===== src/rtl/score_link_pkg.sv =====
// Shared encodings for the score_link UART link: game states, frame headers,
// FSM state types and the score clamp helper.
package score_link_pkg;

    localparam logic [1:0] STATE_IDLE  = 2'd0;
    localparam logic [1:0] STATE_WAIT  = 2'd1;
    localparam logic [1:0] STATE_GAME  = 2'd2;
    localparam logic [1:0] STATE_SCORE = 2'd3;

    localparam logic [7:0] HDR_START = 8'hA5;
    localparam logic [7:0] HDR_SCORE = 8'h5C;
    localparam logic [6:0] SCORE_MAX = 7'd99;

    typedef enum logic [1:0] {TX_IDLE, TX_HDR, TX_PAY, TX_CHK} tx_state_t;
    typedef enum logic [1:0] {RX_HDR, RX_PAY_START, RX_PAY_SCORE, RX_CHK} rx_state_t;
    typedef enum logic [1:0] {BIT_IDLE, BIT_START, BIT_DATA, BIT_STOP} bit_state_t;

    function automatic logic [6:0] clamp_score(input logic [6:0] p);
        return (p > SCORE_MAX) ? SCORE_MAX : p;
    endfunction

endpackage


===== src/rtl/score_link_uart_rx.sv =====
// 8N1 byte receiver: 2-flop synchronizer, mid-bit start re-check, LSB-first
// sampling and stop-bit check. Emits one-cycle byte_valid / frame_err pulses.
module uart_rx
    import score_link_pkg::*;
#(
    parameter int CLKS_PER_BIT = 651
) (
    input  logic       clk,
    input  logic       rst,
    input  logic       rx,
    output logic       busy,
    output logic       byte_valid,
    output logic [7:0] byte_data,
    output logic       frame_err
);

    localparam int CW = $clog2(CLKS_PER_BIT);
    localparam logic [CW-1:0] HALF_M1 = CW'(CLKS_PER_BIT / 2 - 1);
    localparam logic [CW-1:0] FULL_M1 = CW'(CLKS_PER_BIT - 1);

    logic          rx_meta, rx_sync, rx_prev;
    bit_state_t    bit_state;
    logic [CW-1:0] cnt;
    logic [2:0]    bit_idx;
    logic [7:0]    shreg;

    assign busy      = (bit_state != BIT_IDLE);
    assign byte_data = shreg;

    always_ff @(posedge clk) begin
        if (rst) begin
            rx_meta    <= 1'b1;
            rx_sync    <= 1'b1;
            rx_prev    <= 1'b1;
            bit_state  <= BIT_IDLE;
            cnt        <= '0;
            bit_idx    <= '0;
            shreg      <= '0;
            byte_valid <= 1'b0;
            frame_err  <= 1'b0;
        end else begin
            rx_meta    <= rx;
            rx_sync    <= rx_meta;
            rx_prev    <= rx_sync;
            byte_valid <= 1'b0;
            frame_err  <= 1'b0;
            case (bit_state)
                BIT_IDLE: begin
                    if (rx_prev && !rx_sync) begin
                        bit_state <= BIT_START;
                        cnt       <= '0;
                    end
                end
                // A line that is high again at mid-bit was a glitch.
                BIT_START: begin
                    if (cnt == HALF_M1) begin
                        cnt       <= '0;
                        bit_idx   <= '0;
                        bit_state <= rx_sync ? BIT_IDLE : BIT_DATA;
                    end else begin
                        cnt <= cnt + 1'b1;
                    end
                end
                BIT_DATA: begin
                    if (cnt == FULL_M1) begin
                        cnt   <= '0;
                        shreg <= {rx_sync, shreg[7:1]};
                        if (bit_idx == 3'd7) bit_state <= BIT_STOP;
                        else                 bit_idx   <= bit_idx + 1'b1;
                    end else begin
                        cnt <= cnt + 1'b1;
                    end
                end
                BIT_STOP: begin
                    if (cnt == FULL_M1) begin
                        cnt       <= '0;
                        bit_state <= BIT_IDLE;
                        if (rx_sync) byte_valid <= 1'b1;
                        else         frame_err  <= 1'b1;
                    end else begin
                        cnt <= cnt + 1'b1;
                    end
                end
            endcase
        end
    end

endmodule


===== src/rtl/score_link.sv =====
// UART link to the opponent board: sends START/SCORE frames, receives them back.
// Define SCORE_LINK_CHECKSUM_EN to add a header^payload checksum byte per frame.
module score_link
    import score_link_pkg::*;
#(
    parameter int CLKS_PER_BIT = 651,
    parameter int TIMEOUT_BITS = 40
) (
    input  logic       pclk,
    input  logic       rst,
    input  logic       rx,
    output logic       tx,
    input  logic       rect_clicked_play,
    input  logic [1:0] state,
    input  logic [6:0] my_score,
    output logic       uart_start,
    output logic [6:0] op_score,
    output logic       op_valid,
    output logic       link_err
);

    localparam int BCW = $clog2(CLKS_PER_BIT);
    localparam logic [BCW-1:0] BAUD_LAST = BCW'(CLKS_PER_BIT - 1);
    localparam int TMO_CYCLES = TIMEOUT_BITS * CLKS_PER_BIT;
    localparam int TCW = $clog2(TMO_CYCLES + 1);
    localparam logic [TCW-1:0] TMO_LAST = TCW'(TMO_CYCLES - 1);

    // ---------------- transmit ----------------
    tx_state_t      tx_state;
    logic           pend_start, pend_score;
    logic [1:0]     state_q;
    logic [6:0]     score_lat;
    logic [8:0]     tx_shift;
    logic [BCW-1:0] tx_baud;
    logic [3:0]     tx_bit;
    logic [7:0]     tx_pay_q;
`ifdef SCORE_LINK_CHECKSUM_EN
    logic [7:0]     tx_chk_q;
`endif

    logic       bit_end, byte_end, frame_end, can_load;
    logic [7:0] nxt_hdr, nxt_pay;

    always_comb begin
        bit_end  = (tx_state != TX_IDLE) && (tx_baud == BAUD_LAST);
        byte_end = bit_end && (tx_bit == 4'd9);
`ifdef SCORE_LINK_CHECKSUM_EN
        frame_end = byte_end && (tx_state == TX_CHK);
`else
        frame_end = byte_end && (tx_state == TX_PAY);
`endif
        // A pending frame may follow the previous one with no idle gap.
        can_load = ((tx_state == TX_IDLE) || frame_end) && (pend_start || pend_score);
        nxt_hdr  = pend_start ? HDR_START : HDR_SCORE;
        nxt_pay  = pend_start ? 8'h00 : {1'b0, score_lat};
    end

    always_ff @(posedge pclk) begin
        if (rst) begin
            tx         <= 1'b1;
            tx_state   <= TX_IDLE;
            pend_start <= 1'b0;
            pend_score <= 1'b0;
            state_q    <= STATE_IDLE;
            score_lat  <= '0;
            tx_shift   <= '1;
            tx_baud    <= '0;
            tx_bit     <= '0;
            tx_pay_q   <= '0;
`ifdef SCORE_LINK_CHECKSUM_EN
            tx_chk_q   <= '0;
`endif
        end else begin
            state_q <= state;
            if (can_load) begin
                tx_state <= TX_HDR;
                tx       <= 1'b0;
                tx_shift <= {1'b1, nxt_hdr};
                tx_baud  <= '0;
                tx_bit   <= '0;
                tx_pay_q <= nxt_pay;
`ifdef SCORE_LINK_CHECKSUM_EN
                tx_chk_q <= nxt_hdr ^ nxt_pay;
`endif
            end else if (byte_end) begin
                tx_baud <= '0;
                tx_bit  <= '0;
                case (tx_state)
                    TX_HDR: begin
                        tx_state <= TX_PAY;
                        tx       <= 1'b0;
                        tx_shift <= {1'b1, tx_pay_q};
                    end
`ifdef SCORE_LINK_CHECKSUM_EN
                    TX_PAY: begin
                        tx_state <= TX_CHK;
                        tx       <= 1'b0;
                        tx_shift <= {1'b1, tx_chk_q};
                    end
`endif
                    default: begin
                        tx_state <= TX_IDLE;
                        tx       <= 1'b1;
                    end
                endcase
            end else if (bit_end) begin
                tx_baud  <= '0;
                tx_bit   <= tx_bit + 1'b1;
                tx       <= tx_shift[0];
                tx_shift <= {1'b1, tx_shift[8:1]};
            end else if (tx_state != TX_IDLE) begin
                tx_baud <= tx_baud + 1'b1;
            end

            // Clear the flag being served first so a same-cycle request re-arms it.
            if (can_load) begin
                if (pend_start) pend_start <= 1'b0;
                else            pend_score <= 1'b0;
            end
            if (rect_clicked_play) pend_start <= 1'b1;
            if (state == STATE_SCORE && state_q != STATE_SCORE) begin
                pend_score <= 1'b1;
                score_lat  <= my_score;
            end
        end
    end

    // ---------------- receive ----------------
    logic       rx_busy, rx_byte_valid, rx_frame_err;
    logic [7:0] rx_byte;

    uart_rx #(.CLKS_PER_BIT(CLKS_PER_BIT)) u_rx (
        .clk        (pclk),
        .rst        (rst),
        .rx         (rx),
        .busy       (rx_busy),
        .byte_valid (rx_byte_valid),
        .byte_data  (rx_byte),
        .frame_err  (rx_frame_err)
    );

    rx_state_t      rx_state;
    logic [TCW-1:0] tmo_cnt;
`ifdef SCORE_LINK_CHECKSUM_EN
    logic           rx_is_score;
    logic [7:0]     rx_pay_q;
`endif

    always_ff @(posedge pclk) begin
        if (rst) begin
            rx_state   <= RX_HDR;
            tmo_cnt    <= '0;
            uart_start <= 1'b0;
            op_score   <= '0;
            op_valid   <= 1'b0;
            link_err   <= 1'b0;
`ifdef SCORE_LINK_CHECKSUM_EN
            rx_is_score <= 1'b0;
            rx_pay_q    <= '0;
`endif
        end else begin
            uart_start <= 1'b0;
            link_err   <= 1'b0;
            if (rx_frame_err) begin
                link_err <= 1'b1;
                rx_state <= RX_HDR;
                tmo_cnt  <= '0;
            end else if (rx_byte_valid) begin
                tmo_cnt <= '0;
                case (rx_state)
                    RX_HDR: begin
                        if (rx_byte == HDR_START)      rx_state <= RX_PAY_START;
                        else if (rx_byte == HDR_SCORE) rx_state <= RX_PAY_SCORE;
                    end
`ifdef SCORE_LINK_CHECKSUM_EN
                    RX_PAY_START, RX_PAY_SCORE: begin
                        rx_is_score <= (rx_state == RX_PAY_SCORE);
                        rx_pay_q    <= rx_byte;
                        rx_state    <= RX_CHK;
                    end
                    default: begin
                        rx_state <= RX_HDR;
                        if (rx_byte == ((rx_is_score ? HDR_SCORE : HDR_START) ^ rx_pay_q)) begin
                            if (rx_is_score) begin
                                op_score <= clamp_score(rx_pay_q[6:0]);
                                op_valid <= 1'b1;
                            end else begin
                                uart_start <= 1'b1;
                                op_valid   <= 1'b0;
                            end
                        end else begin
                            link_err <= 1'b1;
                        end
                    end
`else
                    RX_PAY_START: begin
                        uart_start <= 1'b1;
                        op_valid   <= 1'b0;
                        rx_state   <= RX_HDR;
                    end
                    default: begin
                        op_score <= clamp_score(rx_byte[6:0]);
                        op_valid <= 1'b1;
                        rx_state <= RX_HDR;
                    end
`endif
                endcase
            end else if (rx_state != RX_HDR && !rx_busy) begin
                // The wait only runs while no byte is arriving.
                if (tmo_cnt == TMO_LAST) begin
                    link_err <= 1'b1;
                    rx_state <= RX_HDR;
                    tmo_cnt  <= '0;
                end else begin
                    tmo_cnt <= tmo_cnt + 1'b1;
                end
            end
        end
    end

endmodule


===== config.mk =====
export PLATFORM = sky130hd
export DESIGN_NAME = score_link
export DESIGN_NICKNAME = d
export VERILOG_FILES = /design/src/rtl/score_link_pkg.sv /design/src/rtl/score_link_uart_rx.sv /design/src/rtl/score_link.sv
export SDC_FILE = /design/constraint.sdc
export NUM_CORES = 1
export LEC_CHECK = 0
export ABC_AREA = 1
export CELL_PAD_IN_SITES_DETAIL_PLACEMENT = 0
export CELL_PAD_IN_SITES_GLOBAL_PLACEMENT = 2
export CORE_MARGIN = 1
export CORE_UTILIZATION = 34
export DETAILED_ROUTE_END_ITERATION = 16
export PLACE_DENSITY = 0.89
export SKIP_LAST_GASP = 1
export SLEW_MARGIN = 20
export SYNTH_ARGS = -nofsm -noshare
export SYNTH_HDL_FRONTEND = slang
export SYNTH_SLANG_ARGS = --single-unit
export TNS_END_PERCENT = 5

===== constraint.sdc =====
create_clock -name pclk -period 5.06 [get_ports pclk]
set_input_delay 0.506 -clock pclk [delete_from_list [all_inputs] [get_ports pclk]]
set_output_delay 0.506 -clock pclk [all_outputs]
set_load 0.05 [all_outputs]

==> results of run 1 <==
==> cell families after synthesis <==
kind of cell | synth area share
adders and majority gates | 0.0277
and+or+nand+nor | 0.334
AOI/OAI and AO/OA | 0.100
DFF | 0.434
buffers and inverters | 0.0866
xor gates and xnor gates | 0.0174
==> where the power goes <==
group	internal, mW	switching [mW]
Combinational	0.0500	0.0961
Sequential	0.794	0.0153
Clock	0.508	0.286
==> state kept, by name (all words and copies together) (netlist names), 4 cells and up, named ones only <==
register / cells
u_rx.byte_data: 8
tx_baud: 10
tmo_cnt: 15
score_lat: 7
tx_pay_q: 7
tx_shift: 8
u_rx.cnt: 10
tx_bit: 4
op_score: 7
==> final cells by class <==
class,count,share of cell area
multi-input cells,424,0.412
repair buffers,24,0.0452
clock inverters,5,0.0190
clock buffers,11,0.0481
flip-flops and latches,98,0.373
well taps,172,0.0409
inverters,86,0.0614
==> worst max-delay path, delay by kind of cell <==
kind / cells / cell delay [ps]
simple gates: 1 / 290
buf+inv: 3 / 1390
compound gates: 1 / 280
==> metal layers <==
layer	vias up	GRT usage	wire length [um]
li1	2045	-	-
met1	1751	0.187	4730
met2	54	0.234	4300
met3	17	0.0272	286
met4	0	0.0722	218
met5	-	0	0
==> path summary, 6_finish.rpt <==
kind	slack, ps	to	cells past startpoint	start
worst max-delay path	2820	tx_baud[6]$_SDFFE_PP0P_	5	rst
worst min-delay path	410	u_rx.rx_sync$_SDFF_PP1_	1	u_rx.rx_meta$_SDFF_PP1_
worst max register to register	3120	tx_shift[3]$_SDFFE_PP1P_	10	tx_baud[0]$_SDFFE_PP0P_
worst min register to register	410	u_rx.rx_sync$_SDFF_PP1_	1	u_rx.rx_meta$_SDFF_PP1_
==> per-stage QoR <==
step | util | cell area [um2]
floorplan | - | 4520
global placement | 0.384 | 4910
detailed placement | 0.384 | 4910
CTS | 0.412 | 5260
global route | 0.412 | 5260
finish | 0.412 | 5260
==> cells in the mapped netlist (6+ instances only) <==
cell type and n:
nor2_1 82, clkbuf_1 8, nand2_1 138, xor2_1 6, nand4_1 19, o21ai_0 16, nor3_1 17, inv_1 84
ha_1 10, nand3_1 34, a21oi_1 35, a211oi_1 10, dfxtp_1 98
==> cell usage in the layout, fill, tap and decap left out, drive strengths merged, types with 3 or more instances in the layout <==
| master | netlist | final |
|---|---|---|
| a211oi | 10 | 10 |
| a21oi | 35 | 35 |
| or2 | 6 | 6 |
| nand3 | 36 | 36 |
| dfxtp | 98 | 98 |
| nand4 | 20 | 20 |
| bufinv | 0 | 3 |
| nor3 | 20 | 20 |
| clkbuf | 8 | 11 |
| inv | 86 | 86 |
| o21ai | 22 | 22 |
| xnor2 | 3 | 3 |
| xor2 | 6 | 6 |
| nor3b | 6 | 6 |
| nor2 | 87 | 87 |
| o22ai | 5 | 5 |
| ha | 10 | 10 |
| clkdlybuf4s50 | 0 | 23 |
| nand2 | 144 | 144 |
==> impl_metrics.yaml, run 1 <==
place:
  dp_hpwl_mm: 7.07
  placed_cells: 804
  port-buffer-count: 23
  dp_slack_ps: 2460
  routabilityCongestion: 0.791
cts:
  worstSkewPairLatency_ps: 340
  cts_sinks: 98
  cts_root_buf: "clkbuf_16"
  cts.htree.levels: 3
  ctsResizeCount: 0
  cts_hold_buf: 0
  cts_buffers: 9
  cts.clk_slew.worst_paths_ps: 70
  cts_tree: "yes"
  cts_setup_buffers: 0
  cts_max_path_buffers: 2
synth:
  ys_seq_area_frac: 0.434
  ys_types: 41
  syn_area_um2: 4520
  syn_inst: 620
  synth_top_area_cell: "dfxtp_1"
  syn_nets: 643
  ys_warn_count: 0
  ys_ff_latch: 98
  yosysTopAreaCellShare: 0.434
  yosys-top-cells-area: "dfxtp_1 (43%), nand2_1 (11%), inv_1 (7.0%), nor2_1 (6.8%), a21oi_1 (3.9%)"
  ys_async_sr_fraction: 0
  avgSynthCellArea_um2: 7.29
  synth_edf_count: 0
  synth_ff_type: "dfxtp_1"
worst_setup_path:
  max_stage_delay_ps: 750
  endpoint_kind: "flip-flop"
  critical_path_class: "input pin to flip-flop"
  startpoint_type: "input pin"
  crit_slowest_cell: "inv_1"
  path_cells: "clkdlybuf4s50_1 > buf_4 > inv_1 > nand2_2 > a211oi_1"
  path_max_fanout: 33
  worst_ep_arrival_time_ps: 2500
  cp_data_required_time_ps: 5320
grt:
  grt_pass1_vias: 3530
  grt_pass1_wl_mm: 16.3
  grt_use_total: 0.146
  globalRouteOverflowTotal: 0
  grt_max_degree: 34
  grt_antenna_before_repair: 0
layout:
  n_fill_cell: 1328
  finalNetCount: 666
  fin_cells: 820
  multi_input_area_um2: 2170
  regArea_um2: 1960
  diodes: 0
  drive_gt1_frac: 0.0664
  area_growth_syn_to_layout_pct: 16.3
sta:
  fin_crit_sh: 0.443
  setup_viol: 0
  rsz0062_at_grt: "no"
  fin_ws_ps: 2820
  layout_min_cycle_time_ps: 2240
  hold_ws_ps: 408
  slew-limit-headroom: 0.359
  hold_viol: 0
  finalClockSkew_ps: 7.86
  max_freq_mhz: 446
  fin_tns_setup_ps: 0
  slew_violations: 0
  tightest_slew_ps: 960
detailed_routing:
  wl_per_cell_um: 11.6
  vias: 3867
  wl_mm: 9.53
  drt_pre_antenna_iters: 6
  first_iter_violations: 181
  antenna_left: 0
  drc: 0
  via_per_inst: 4.72
pwr:
  irDropWorstVdd_uv: 178
  leakagePower_nw: 2.15
  fin_total_pwr_mw: 1.75
  p_per_area_nw_per_um2: 333
floorplanning:
  initial_core_util: 0.354
  num_rows: 41
  die_x_um: 117
  die_y_um: 117
  fp.coreArea_um2: 12800
  die_area_um2: 13800
  ios: 24
run_status:
  outcome: "completed"
job:
  maxCapViolCount: 0
hold_path:
  hold_class: "flip-flop to flip-flop"
Note: power is estimated with default switching activity, not from simulation.
==> run 2: changes to the inputs <==
==> constraint.sdc (replaced) <==
create_clock -name pclk -period 2.31 [get_ports pclk]
set_input_delay 0.231 -clock pclk [delete_from_list [all_inputs] [get_ports pclk]]
set_output_delay 0.231 -clock pclk [all_outputs]
set_load 0.05 [all_outputs]
==> impl_metrics.yaml, run 2 (synthesis results as in run 1) <==
detailed_routing:
  drt_pre_antenna_iters: 4
  vias: 3831
  first_iter_violations: 166
  wl_mm: 9.49
  wl_per_cell_um: 11.5
  antenna_left: 0
  via_per_inst: 4.65
  drc: 0
pwr:
  p_per_area_nw_per_um2: 680
  leakagePower_nw: 2.14
  irDropWorstVdd_uv: 276
  fin_total_pwr_mw: 3.56
cts:
  worstSkewPairLatency_ps: 350
  cts.htree.levels: 3
  cts.clk_slew.worst_paths_ps: 70
  cts_hold_buf: 0
  cts_root_buf: "clkbuf_16"
  cts_buffers: 9
  cts_setup_buffers: 0
  cts_max_path_buffers: 2
  cts_tree: "yes"
  cts_sinks: 98
  ctsResizeCount: 0
floorplanning:
  die_y_um: 117
  num_rows: 41
  die_x_um: 117
  ios: 24
  die_area_um2: 13800
  initial_core_util: 0.354
  fp.coreArea_um2: 12800
layout:
  final_common_cell: "nand2_1"
  diodes: 0
  regMostFlops: "tmo_cnt"
  top_regs: "tmo_cnt: 15 flops, tx_baud: 10 flops, u_rx.cnt: 10 flops"
  final_cell_mix: "nand2_1 (138), dfxtp_1 (98), inv_1 (84)"
  area_growth_syn_to_layout_pct: 15.7
  drive_gt1_frac: 0.0707
  largest_reg_flops: 15
  finalNetCount: 669
  fin_cells: 823
  final_area_um2: 5230
sta:
  fin_tns_setup_ps: 0
  layout_min_cycle_time_ps: 1940
  tightest_slew_ps: 527
  slew_violations: 0
  hold_viol: 0
  fin_crit_sh: 0.838
  finalClockSkew_ps: 3.47
  max_freq_mhz: 517
  rsz0062_at_grt: "no"
  setup_viol: 0
  slew-limit-headroom: 0.648
worst_setup_path:
  max_stage_delay_ps: 330
  critical_path_class: "flip-flop to flip-flop"
  path_max_fanout: 16
  cp_num_cells: 8
  worst-r2r-cell-count: 8
  reg2reg_from: "tx_baud[0]$_SDFFE_PP0P_"
  path_cells: "inv_1 > ha_1 > nand3_1 > nor2_2 > nand3_4 > nand2_4 > nand4_2 > o22ai_1"
  cp_data_required_time_ps: 2580
  startpoint_type: "flip-flop"
  reg2reg_to: "tx_pay_q[3]$_SDFFE_PP0P_"
  startpoint: "tx_baud[0]$_SDFFE_PP0P_"
  crit_end: "tx_pay_q[3]$_SDFFE_PP0P_"
  cp.buffers_inverters: 1
  path_delay_family: "simple AND/OR/NAND/NOR gates"
  endpoint_kind: "flip-flop"
  crit_slowest_cell: "dfxtp_1"
  r2r_setup_slack_ps: 370
  worst_ep_arrival_time_ps: 2200
grt:
  globalRouteOverflowTotal: 0
  grt_antenna_before_repair: 0
  grt_use_total: 0.146
  grt_pass1_wl_mm: 16.2
  grt_pass1_vias: 3548
  grt_max_degree: 32
place:
  dp_hpwl_mm: 6.99
  place_area_um2: 4940
  placed_cells: 807
  routabilityCongestion: 0.770
  port-buffer-count: 23
hold_path:
  hold_class: "flip-flop to flip-flop"
  worstHoldPathCells: 1
run_status:
  outcome: "completed"
job:
  maxCapViolCount: 0
==> run 2: stage by stage <==
stage,utilization,worst slack [ps],hold slack [ps]
detailed placement,0.387,374,407
floorplan,-,727,335
global route,0.410,140,425
global placement,0.387,464,408
finish,0.410,374,417
CTS,0.410,329,412
==> run 2: worst min path at each step <==
stage	startpoint	end
3_5_place_dp	u_rx.rx_meta$_SDFF_PP1_	u_rx.rx_sync$_SDFF_PP1_
6_report	u_rx.rx_meta$_SDFF_PP1_	u_rx.rx_sync$_SDFF_PP1_
2_1_floorplan	rx	u_rx.rx_meta$_SDFF_PP1_
5_1_grt	state[0]	state_q[0]$_SDFF_PP0_
3_3_place_gp	u_rx.rx_meta$_SDFF_PP1_	u_rx.rx_sync$_SDFF_PP1_
4_1_cts	state[0]	state_q[0]$_SDFF_PP0_
==> run 2: cell type report <==
type / count / area (um2)
clock buffer: 12 / 267
clock inverter: 4 / 25.0
fill: 1296 / 7540
inverter: 86 / 323
multi-input combinational: 424 / 2170
sequential: 98 / 1960
tap: 172 / 215
timing repair buffer: 27 / 273
==> run 2: routing by layer <==
metal,part of all wire,wire (um),global-route usage,vias to the layer above
met2,0.44,4180,0.225,34
met1,0.51,4880,0.192,1720
met4,0.014,135,0.0511,0
met5,0,0,0,-
li1,-,-,-,2067
met3,0.030,289,0.0428,10
==> run 2: worst register-to-register path: stages (launching register included) <==
cell and delay [ps]:
dfxtp_1 330, inv_1 110, ha_1 180, nand3_1 90, nor2_2 230, nand3_4 230
nand2_4 160, nand4_2 260, o22ai_1 270
==> run 2: where the power goes <==
group / internal, mW / leakage, nW / switching (mW)
sequential: 1.74 / 0.795 / 0.0324
clock: 0.815 / 0.141 / 0.645
combinational: 0.114 / 1.20 / 0.212
==> run 3: changes to the inputs <==
--- a/config.mk
+++ b/config.mk
@@ -9,9 +9,9 @@
 export CELL_PAD_IN_SITES_DETAIL_PLACEMENT = 0
 export CELL_PAD_IN_SITES_GLOBAL_PLACEMENT = 2
 export CORE_MARGIN = 1
-export CORE_UTILIZATION = 34
+export CORE_UTILIZATION = 31
 export DETAILED_ROUTE_END_ITERATION = 16
-export PLACE_DENSITY = 0.89
+export PLACE_DENSITY = 0.86
 export SKIP_LAST_GASP = 1
 export SLEW_MARGIN = 20
 export SYNTH_ARGS = -nofsm -noshare
==> constraint.sdc (replaced) <==
create_clock -name pclk -period 1.63 [get_ports pclk]
set_input_delay 0.163 -clock pclk [delete_from_list [all_inputs] [get_ports pclk]]
set_output_delay 0.163 -clock pclk [all_outputs]
set_load 0.05 [all_outputs]
==> impl_metrics.yaml, run 3 (synthesis results as in run 1) <==
cts:
  cts_max_path_buffers: 2
  worstSkewPairLatency_ps: 350
  cts_sinks: 98
  cts_hold_buf: 0
  cts_buffers: 9
  cts_root_buf: "clkbuf_16"
  cts.htree.levels: 3
  cts_tree: "yes"
  cts.clk_slew.worst_paths_ps: 70
worst_setup_path:
  cp_data_required_time_ps: 1470
  critical_path_class: "flip-flop to primary output"
  worst-r2r-cell-count: 11
  cp_num_cells: 1
  startpoint_type: "flip-flop"
  max_stage_delay_ps: 790
  worst_ep_arrival_time_ps: 1450
  path_max_fanout: 1
  path_cells: "clkdlybuf4s50_1"
  endpoint_kind: "primary output"
  crit_slowest_cell: "clkdlybuf4s50_1"
  path_delay_family: "buffers and inverters"
  cp.buffers_inverters: 1
pwr:
  internal_power_mw: 4.04
  fin_total_pwr_mw: 5.35
  leakagePower_nw: 2.42
  irDropWorstVdd_uv: 497
  pwr-share-seq: 0.468
  switchingPower_mw: 1.31
  pwr-share-comb: 0.105
  p_sw_frac: 0.245
  clock_power_share: 0.426
  p_per_area_nw_per_um2: 931
layout:
  final_area_um2: 5750
  drive_gt1_frac: 0.186
  largest_reg_flops: 15
  finalNetCount: 711
  diodes: 0
  final_util: 0.410
  top_regs: "tmo_cnt: 15 flops, tx_baud: 10 flops, u_rx.cnt: 10 flops"
  regMostFlops: "tmo_cnt"
  final_common_cell: "nand2_1"
  area_growth_syn_to_layout_pct: 27.2
  n_fill_cell: 1447
  final_cell_mix: "nand2_1 (132), dfxtp_1 (91), inv_1 (80)"
  fin_cells: 873
grt:
  grt_antenna_before_repair: 0
  grt_pass1_wl_mm: 16.9
  globalRouteOverflowTotal: 0
  grt_pass1_vias: 3735
  grt_use_total: 0.142
  grt_max_degree: 32
sta:
  finalClockSkew_ps: 8.94
  hold_viol: 0
  layout_min_cycle_time_ps: 1610
  fin_crit_sh: 0.988
  max_freq_mhz: 621
  tightest_slew_ps: 538
  rsz0062_at_grt: "yes"
  setup_viol: 0
  slew_violations: 0
  slew-limit-headroom: 0.640
detailed_routing:
  wl_per_cell_um: 11.7
  antenna_left: 0
  vias: 4009
  via_per_inst: 4.59
  wl_mm: 10.2
  first_iter_violations: 189
  drc: 0
  drt_pre_antenna_iters: 4
job:
  maxCapViolCount: 0
hold_path:
  hold_class: "input pin to flip-flop"
  worstHoldPathCells: 3
place:
  placed_cells: 851
  dp_hpwl_mm: 7.36
  place_area_um2: 5220
  port-buffer-count: 23
  routabilityCongestion: 0.783
floorplanning:
  initial_core_util: 0.322
  die_area_um2: 15100
  die_y_um: 123
  ios: 24
  fp.coreArea_um2: 14000
  num_rows: 43
  die_x_um: 123
run_status:
  outcome: "completed"
## run 3: path summary, 6_finish.rpt
| path | from | to | slack (ps) |
|---|---|---|---|
| max reg2reg | tx_baud[0]$_SDFFE_PP0P_ | tx_shift[5]$_SDFFE_PP1P_ | 50 |
| max | link_err$_SDFF_PP0_ | link_err | 20 |
| min reg2reg | u_rx.rx_meta$_SDFF_PP1_ | u_rx.rx_sync$_SDFF_PP1_ | 410 |
| min | state[0] | state_q[0]$_SDFF_PP0_ | 370 |
## run 3: metrics by stage
step | setup TNS (ps) | hold slack (ps) | setup WS [ps]
floorplan | 0 | 267 | 47.1
global placement | -174 | 396 | -49.4
detailed placement | -847 | 410 | -68.7
CTS | -334 | 362 | -43.6
global route | -840 | 383 | -59.9
finish | 0 | 372 | 19.1
## run 3: metal layers
| metal | vias up | part of all wire | GRT usage |
|---|---|---|---|
| met3 | 10 | 0.034 | 0.0349 |
| met4 | 0 | 0.011 | 0.0465 |
| met5 | - | 0 | 0 |
| met1 | 1799 | 0.51 | 0.189 |
| met2 | 43 | 0.44 | 0.222 |
| li1 | 2157 | - | - |
## run 3: power groups by stage
stage	Clock [mW]	Combinational, mW	Sequential, mW
floorplan	0	0.338	2.57
global placement	0	0.520	2.56
detailed placement	0	0.526	2.56
CTS	2.34	0.536	2.51
global route	2.44	0.634	2.52
finish	2.28	0.563	2.51
## run 3: final cells by class
class                           instances  area [um2]  share of cell area
Clock buffer                           13         280              0.0487
Clock inverter                          3        45.0             0.00783
Inverter                               86         325              0.0566
Multi-Input combinational cell        425        2310               0.401
Sequential cell                        98        1970               0.343
Tap cell                              180         225              0.0392
Timing Repair Buffer                   68         598               0.104
## run 3: repair_timing
item,4_1_cts,5_1_grt
endpoints found under the hold margin,0,0
gates resized for setup,7,36
setup buffers,0,4
gates cloned,0,2
endpoints found under the setup margin,28,59
pin swaps,1,7
